===== config.mk =====
export PLATFORM = sky130hd
export DESIGN_NAME = usb_cdc_tx_scheduler
export DESIGN_NICKNAME = d
export VERILOG_FILES = /design/src/rtl/usb_cdc_pkg.sv /design/src/rtl/usb_cdc_pkt_buf.sv /design/src/rtl/usb_cdc_tx_scheduler.sv
export SDC_FILE = /design/constraint.sdc
export NUM_CORES = 1
export LEC_CHECK = 0
export CELL_PAD_IN_SITES_DETAIL_PLACEMENT = 1
export CELL_PAD_IN_SITES_GLOBAL_PLACEMENT = 1
export CORE_MARGIN = 2
export CORE_UTILIZATION = 58
export CTS_CLUSTER_DIAMETER = 50
export CTS_CLUSTER_SIZE = 20
export DETAILED_ROUTE_END_ITERATION = 8
export PLACE_DENSITY = 0.88
export SKIP_CTS_REPAIR_TIMING = 1
export SLEW_MARGIN = 20
export SYNTH_ARGS = -nofsm -noshare
export SYNTH_HDL_FRONTEND = slang
export SYNTH_SLANG_ARGS = --single-unit

===== constraint.sdc =====
create_clock -name clk_i -period 6.2 [get_ports clk_i]
set_clock_uncertainty 0.2 [all_clocks]
set_input_delay 1.86 -clock clk_i [delete_from_list [all_inputs] [get_ports clk_i]]
set_output_delay 1.86 -clock clk_i [all_outputs]
set_load 0.01 [all_outputs]

===== src/rtl/usb_cdc_pkg.sv =====
// Shared types for the CDC bulk-IN transmit path: scheduler states, data PIDs, packet length.
package usb_cdc_pkg;

    typedef enum logic [2:0] {
        ST_IDLE,
        ST_FILL,
        ST_READY,
        ST_SEND,
        ST_WAIT_HS
    } tx_sched_state_e;

    localparam logic PID_DATA0 = 1'b0;
    localparam logic PID_DATA1 = 1'b1;

    localparam int MAX_PKT_DFLT = 64;

    // One extra bit so a full max-size packet length is representable.
    typedef logic [$clog2(MAX_PKT_DFLT):0] pkt_len_t;

endpackage


===== src/rtl/usb_cdc_pkt_buf.sv =====
// Packet retransmit buffer: one write port, combinational read port.
// Contents are don't-care until written, so the array carries no reset.
module usb_cdc_pkt_buf #(
    parameter int DEPTH = 64,
    parameter int IDX_W = $clog2(DEPTH)
) (
    input  logic             clk_i,
    input  logic             wr_en_i,
    input  logic [IDX_W-1:0] wr_idx_i,
    input  logic [7:0]       wr_dat_i,
    input  logic [IDX_W-1:0] rd_idx_i,
    output logic [7:0]       rd_dat_o
);

    logic [7:0] mem_q [DEPTH];

    always_ff @(posedge clk_i) begin
        if (wr_en_i) begin
            mem_q[wr_idx_i] <= wr_dat_i;
        end
    end

    assign rd_dat_o = mem_q[rd_idx_i];

endmodule


===== src/rtl/usb_cdc_tx_scheduler.sv =====
// Drains the TX FIFO into bulk-IN packets, holds each until ACKed, adds ZLPs and tracks DATA0/1.
// Beats stream one per cycle while ep_tready_i is high; the FIFO is popped only while filling the buffer.
module usb_cdc_tx_scheduler
    import usb_cdc_pkg::*;
#(
    parameter int FIFO_DPTH_W = 6,
    parameter int MAX_PKT     = MAX_PKT_DFLT,
    parameter int FLUSH_CYC   = 6000
) (
    input  logic                   clk_i,
    input  logic                   rst_i,
    input  logic                   tx_ena_i,
    input  logic                   fifo_rempty_i,
    input  logic [FIFO_DPTH_W:0]   fifo_rnum_i,
    output logic                   fifo_rena_o,
    input  logic [7:0]             fifo_rdat_i,
    input  logic                   in_req_i,
    output logic                   nak_o,
    output logic [7:0]             ep_tdata_o,
    output logic                   ep_tvalid_o,
    output logic                   ep_tlast_o,
    output logic                   ep_tempty_o,
    input  logic                   ep_tready_i,
    input  logic                   hs_ack_i,
    input  logic                   hs_fail_i,
    input  logic                   clr_toggle_i,
    output logic                   data_pid_o,
    output logic                   busy_o
);

    localparam int LEN_W = $clog2(MAX_PKT) + 1;
    localparam int IDX_W = $clog2(MAX_PKT);
    localparam int AGE_W = $clog2(FLUSH_CYC + 1);

    tx_sched_state_e  state_q, state_d;
    logic [LEN_W-1:0] len_q, len_d;
    logic [LEN_W-1:0] idx_q, idx_d;
    logic [AGE_W-1:0] age_q, age_d;
    logic             zlp_pend_q, zlp_pend_d;
    logic             pid_q, pid_d;
    logic             nak_q, nak_d;

    logic [31:0]      rnum_ext;
    logic [LEN_W-1:0] len_clip;
    logic             fill_start;
    logic             beat_last;
    logic [7:0]       buf_rdat;

    assign rnum_ext   = 32'(fifo_rnum_i);
    assign fill_start = (state_q == ST_IDLE) && tx_ena_i && !fifo_rempty_i &&
                        ((rnum_ext >= 32'(MAX_PKT)) || (age_q == AGE_W'(FLUSH_CYC)));

    // A non-empty FIFO holds at least one byte even if the count lags behind.
    always_comb begin
        if (rnum_ext >= 32'(MAX_PKT)) begin
            len_clip = LEN_W'(MAX_PKT);
        end else if (rnum_ext == 32'd0) begin
            len_clip = LEN_W'(1);
        end else begin
            len_clip = LEN_W'(rnum_ext);
        end
    end

    assign beat_last   = (len_q == '0) || (idx_q == len_q - LEN_W'(1));

    assign fifo_rena_o = (state_q == ST_FILL);
    assign ep_tvalid_o = (state_q == ST_SEND);
    assign ep_tlast_o  = ep_tvalid_o && beat_last;
    assign ep_tempty_o = ep_tvalid_o && (len_q == '0);
    assign ep_tdata_o  = (ep_tvalid_o && (len_q != '0)) ? buf_rdat : 8'h00;
    assign nak_o       = nak_q;
    assign data_pid_o  = pid_q;
    assign busy_o      = (state_q != ST_IDLE);

    usb_cdc_pkt_buf #(
        .DEPTH (MAX_PKT),
        .IDX_W (IDX_W)
    ) u_pkt_buf (
        .clk_i    (clk_i),
        .wr_en_i  (fifo_rena_o),
        .wr_idx_i (idx_q[IDX_W-1:0]),
        .wr_dat_i (fifo_rdat_i),
        .rd_idx_i (idx_q[IDX_W-1:0]),
        .rd_dat_o (buf_rdat)
    );

    always_comb begin
        state_d    = state_q;
        len_d      = len_q;
        idx_d      = idx_q;
        age_d      = '0;
        zlp_pend_d = zlp_pend_q;
        pid_d      = pid_q;
        nak_d      = 1'b0;

        case (state_q)
            ST_IDLE: begin
                if (!fifo_rempty_i) begin
                    age_d = (age_q == AGE_W'(FLUSH_CYC)) ? age_q : age_q + AGE_W'(1);
                end
                if (fill_start) begin
                    len_d   = len_clip;
                    idx_d   = '0;
                    age_d   = '0;
                    state_d = ST_FILL;
                    nak_d   = in_req_i;
                end else if (in_req_i && zlp_pend_q) begin
                    len_d   = '0;
                    idx_d   = '0;
                    age_d   = '0;
                    state_d = ST_SEND;
                end else if (in_req_i) begin
                    nak_d = 1'b1;
                end
            end
            ST_FILL: begin
                nak_d = in_req_i;
                idx_d = idx_q + LEN_W'(1);
                if (idx_q == len_q - LEN_W'(1)) begin
                    idx_d   = '0;
                    state_d = ST_READY;
                end
            end
            ST_READY: begin
                if (in_req_i) begin
                    state_d = ST_SEND;
                end
            end
            ST_SEND: begin
                if (ep_tready_i) begin
                    if (beat_last) begin
                        idx_d   = '0;
                        state_d = ST_WAIT_HS;
                    end else begin
                        idx_d = idx_q + LEN_W'(1);
                    end
                end
            end
            ST_WAIT_HS: begin
                if (hs_ack_i) begin
                    pid_d      = ~pid_q;
                    zlp_pend_d = (len_q == LEN_W'(MAX_PKT));
                    state_d    = ST_IDLE;
                end else if (hs_fail_i) begin
                    state_d = ST_READY;
                end
            end
            default: state_d = ST_IDLE;
        endcase

        if (clr_toggle_i) begin
            pid_d      = PID_DATA0;
            zlp_pend_d = 1'b0;
        end
    end

    always_ff @(posedge clk_i or posedge rst_i) begin
        if (rst_i) begin
            state_q    <= ST_IDLE;
            len_q      <= '0;
            idx_q      <= '0;
            age_q      <= '0;
            zlp_pend_q <= 1'b0;
            pid_q      <= PID_DATA0;
            nak_q      <= 1'b0;
        end else begin
            state_q    <= state_d;
            len_q      <= len_d;
            idx_q      <= idx_d;
            age_q      <= age_d;
            zlp_pend_q <= zlp_pend_d;
            pid_q      <= pid_d;
            nak_q      <= nak_d;
        end
    end

endmodule


==> out/results.txt <==
The run finished, with violations left. The checks that failed: setup timing. For the maximum clock insertion buffer count, the log shows 3.

Type of the worst min-delay path: flip-flop to flip-flop. The tools report the portion of the post-synthesis area used by sequential elements as 74.0%. After the first detailed-routing iteration, the DRC count stood at 2,162.

The count of H-tree levels built during CTS is 2. The startpoint identified for the worst register-to-register timing path is idx_q[1]$_DFFE_PP0P_. The clock net in this run drives a total of 545 sinks. The filler cells instantiated in the layout total 3,168.

The sort of element at the end of the critical path was a primary output. The die outline height was 198 um. Among all cell types in the netlist, the one instantiated most often is edfxtp_1. The tools report the worst hold path startpoint as age_q[10]$_DFFE_PP0P_.

Synthesis produced a netlist with a net count of 1,316. For the total grt overflow, the log shows 0. Setup violations remaining at the end of the flow were counted as 2. The worst min-delay path endpoint is age_q[10]$_DFFE_PP0P_.

Clock tree synthesis selected as its root buffer the cell clkbuf_16. The worst path in the final design needs a cycle of 6.30 ns, including I/O delays and setup. The global-route wire length before repair was 96,800 um; the average routed wire per standard cell was 35.4 um. The HPWL after detailed placement came out at 39,300 um. The total of warnings raised by yosys was 0; the clock latency at the later pin of the worst-skew pair was 0.61 ns. For this configuration, the core starts out at a cell density of 58.5%. After synthesis, the cell types taking the most area are edfxtp_1 70%, mux4_2 5.8%, dfrtp_1 3.8%. For the number of antenna-violating nets in the routed design, the log shows 0.

In this run the critical register-to-register path is captured at u_pkt_buf.mem_q[23][5]$_DFFE_PP_. The area fraction of the dominant cell type after synthesis was 70.3%. The number of pins with negative max-slew slack in the final report was 0. The run gives 2 as the initial antenna violation count.

Of all flip-flops after synthesis, the portion carrying an async set or reset was 6.06%. From left edge to right edge, the die measures 198 um. Before antenna repair, the detailed router went through 6 iterations. The tools report the pin count of the biggest net entering global routing as 66. The final layout contains routed wiring with a total length of 66,500 um.

Across the run, the number of max-cap violations was 0. For this design the static power due to leakage is 7.75 nW. TritonCTS built the clock tree. Cell type with the highest aggregate area in the netlist: edfxtp_1.

The floorplan has 71 rows. The cell area that synthesis handed to floorplanning was 21,900 sq um. In the routed layout, each cell is associated on average with a via count of 7.25. In this run, CTS created clock tree buffers numbering 44.

Counting flops and latches in the post-synthesis netlist gives 545. The cell depth of the worst hold path was 2; the floorplan die area was 39,300 sq um. Dividing the final minimum period by the clock period gives 102%. The synthesized area divided by synthesized cell count is 17.0 sq um, and the placeable core region is 37,400 sq um. At the pin with the least slew margin, the transition time is 1.18 ns. The synthesized design contains 512 enable-type register cells.

The number of placed instances, taps included, is 1,801. Data arrives at the worst endpoint at 4.24 ns. The repair_antennas step left the layout with diodes totalling 0. The boundary pin count was 39.

Across every metal layer, demand over resource in global routing totals 34.9%. The largest fanout on the critical path was 33. Most used flip-flop cell after synthesis: edfxtp_1.

The cell count after synthesis is 1,288. The run gives 4.14 ns as the required time of the critical path. By count the netlist is led by 512 x edfxtp_1, 114 x nor2_1, 56 x mux4_2, 48 x mux2i_1. Dividing total power by cell area gives a power density of 372 nW/um^2. The count of cell types in the netlist came out at 72. The kind of start point of the critical path was a flip-flop.

Static timing analysis puts the maximum clock frequency at 159 MHz. Across the VDD grid, the largest voltage drop is 0.311 mV. The final setup slack of the worst path is -0.101 ns.

The clock input transition at the sequential cells of the worst setup and hold paths is 0.08 ns. After routing, the total negative slack on setup checks comes to -0.136 ns. Headroom to the max-slew limit came out at 21.1%. For the total vias in the final route, the log shows 13,600. The final count of hold timing violations is 0. Compared with the post-synthesis result, the final layout area differs by 11.7%. The count of input and output buffers is 38. The run gives 0.903 as the final estimated routing congestion in global placement. The classification of the worst setup path was flip-flop to primary output. The number of DRC violations after detailed routing was 0; the final net count was 1,366.

Setup repair after global routing left no endpoint under its margin. The logs give 14,000 for the number of global-route vias before repair and 2.02 ns for the register-to-register path setup slack. Excluding fillers, the count of instances in the completed layout stands at 1,880. The worst reg2reg path depth works out to 7.

The fraction of final layout cells with drive strength greater than 1 was 17.7%.
cell usage in the layout, fill, tap and decap left out, types with 5 or more instances in the layout:
cell type / synthesis / layout
edfxtp_1: 512 / 512
o2bb2ai_1: 6 / 6
mux2i_1: 48 / 48
dfrtp_1: 33 / 30
clkbuf_16: 0 / 45
nor3_1: 10 / 9
a22oi_1: 33 / 33
and3_1: 7 / 7
a22o_1: 20 / 20
nand3_1: 18 / 18
mux4_2: 56 / 56
inv_6: 0 / 8
xnor2_1: 10 / 10
or3_1: 7 / 7
nand2_1: 45 / 45
nor2_2: 0 / 6
o22ai_1: 14 / 13
inv_8: 0 / 6
and2_1: 7 / 6
a221oi_1: 40 / 39
mux2_2: 35 / 35
o211ai_1: 5 / 5
clkdlybuf4s50_1: 0 / 30
a221o_1: 10 / 10
nor2b_1: 10 / 10
inv_1: 8 / 8
buf_4: 0 / 41
a31oi_1: 8 / 8
a21oi_1: 34 / 34
nor2_1: 114 / 108
nand2b_1: 7 / 7
xor2_1: 12 / 12
o21ai_0: 40 / 40
how the worst max path moves through the flow:
stage                                    start            end  slack (ns)  cells after the start
final                     idx_q[1]$_DFFE_PP0P_  ep_tdata_o[3]       -0.10                      9
after global routing      idx_q[2]$_DFFE_PP0P_  ep_tdata_o[7]        0.01                      8
after CTS                 idx_q[2]$_DFFE_PP0P_  ep_tdata_o[7]        0.06                      7
after detailed placement  idx_q[0]$_DFFE_PP0P_  ep_tdata_o[7]        0.68                      7
after global placement    idx_q[0]$_DFFE_PP0P_  ep_tdata_o[7]        0.70                      7
after floorplan           idx_q[0]$_DFFE_PP0P_  ep_tdata_o[7]        1.97                     11
metrics by stage:
step                util, %  power, mW  worst slack [ns]  cell area, sq um  hold slack, ns
finish                 65.4       9.11            -0.101             24500           0.351
global route           65.4       9.29            0.0144             24500           0.389
floorplan                 -       5.33              1.97             21900           0.296
global placement       61.2       5.98             0.705             22900           0.319
CTS                    65.2       9.01            0.0579             24400           0.358
detailed placement     61.2       6.07             0.678             22900           0.337
power breakdown:
part	leakage (nW)	internal (mW)	switching, mW	total, mW
Clock	0.722	1.48	1.47	2.95
Sequential	5.05	4.09	0.0894	4.18
Combinational	1.99	0.732	1.25	1.98
worst max-delay path, stage by stage, from the launching register on:
cell	delay (ns)
dfrtp_4	0.53
buf_4	0.30
nor2b_1	0.21
buf_4	0.35
a22oi_1	0.15
and3_1	0.22
a311oi_1	0.44
a211oi_1	0.14
a31oi_1	0.59
clkdlybuf4s50_1	0.67
flip-flops by register name (all words and copies together) (netlist names):
name and count:
u_pkt_buf.mem_q 512, age_q 13, idx_q 7, len_q 7, state_q 3, data_pid_o 1
nak_o 1, zlp_pend_q 1
logic make-up after synthesis:
logic type | count (synthesis) | share of synthesized area (%)
adders and majority gates | 4 | 0.229
xor gates and xnor gates | 22 | 0.880
AOI/OAI and AO/OA | 247 | 8.24
muxes | 139 | 9.76
and+or+nand+nor | 245 | 5.23
DFF | 545 | 74.0
buffers and inverters | 86 | 1.64
per-layer routing:
| metal | GRT usage (%) | wire, um | vias to the layer above |
|---|---|---|---|
| met5 | 0 | 13 | - |
| met4 | 18.0 | 4150 | 2 |
| met3 | 9.95 | 7780 | 319 |
| met2 | 54.2 | 31200 | 1174 |
| met1 | 45.1 | 23400 | 6871 |
| li1 | - | - | 5268 |
cell type report:
cell class	instances	area [sq um]	area share (%)
Tap cell	511	639	2.61
Clock buffer	45	1130	4.60
Timing Repair Buffer	79	718	2.94
Clock inverter	32	348	1.42
Inverter	11	45.0	0.184
Sequential cell	545	16200	66.3
Multi-Input combinational cell	657	5370	21.9
(Power assumes the default switching activity.)
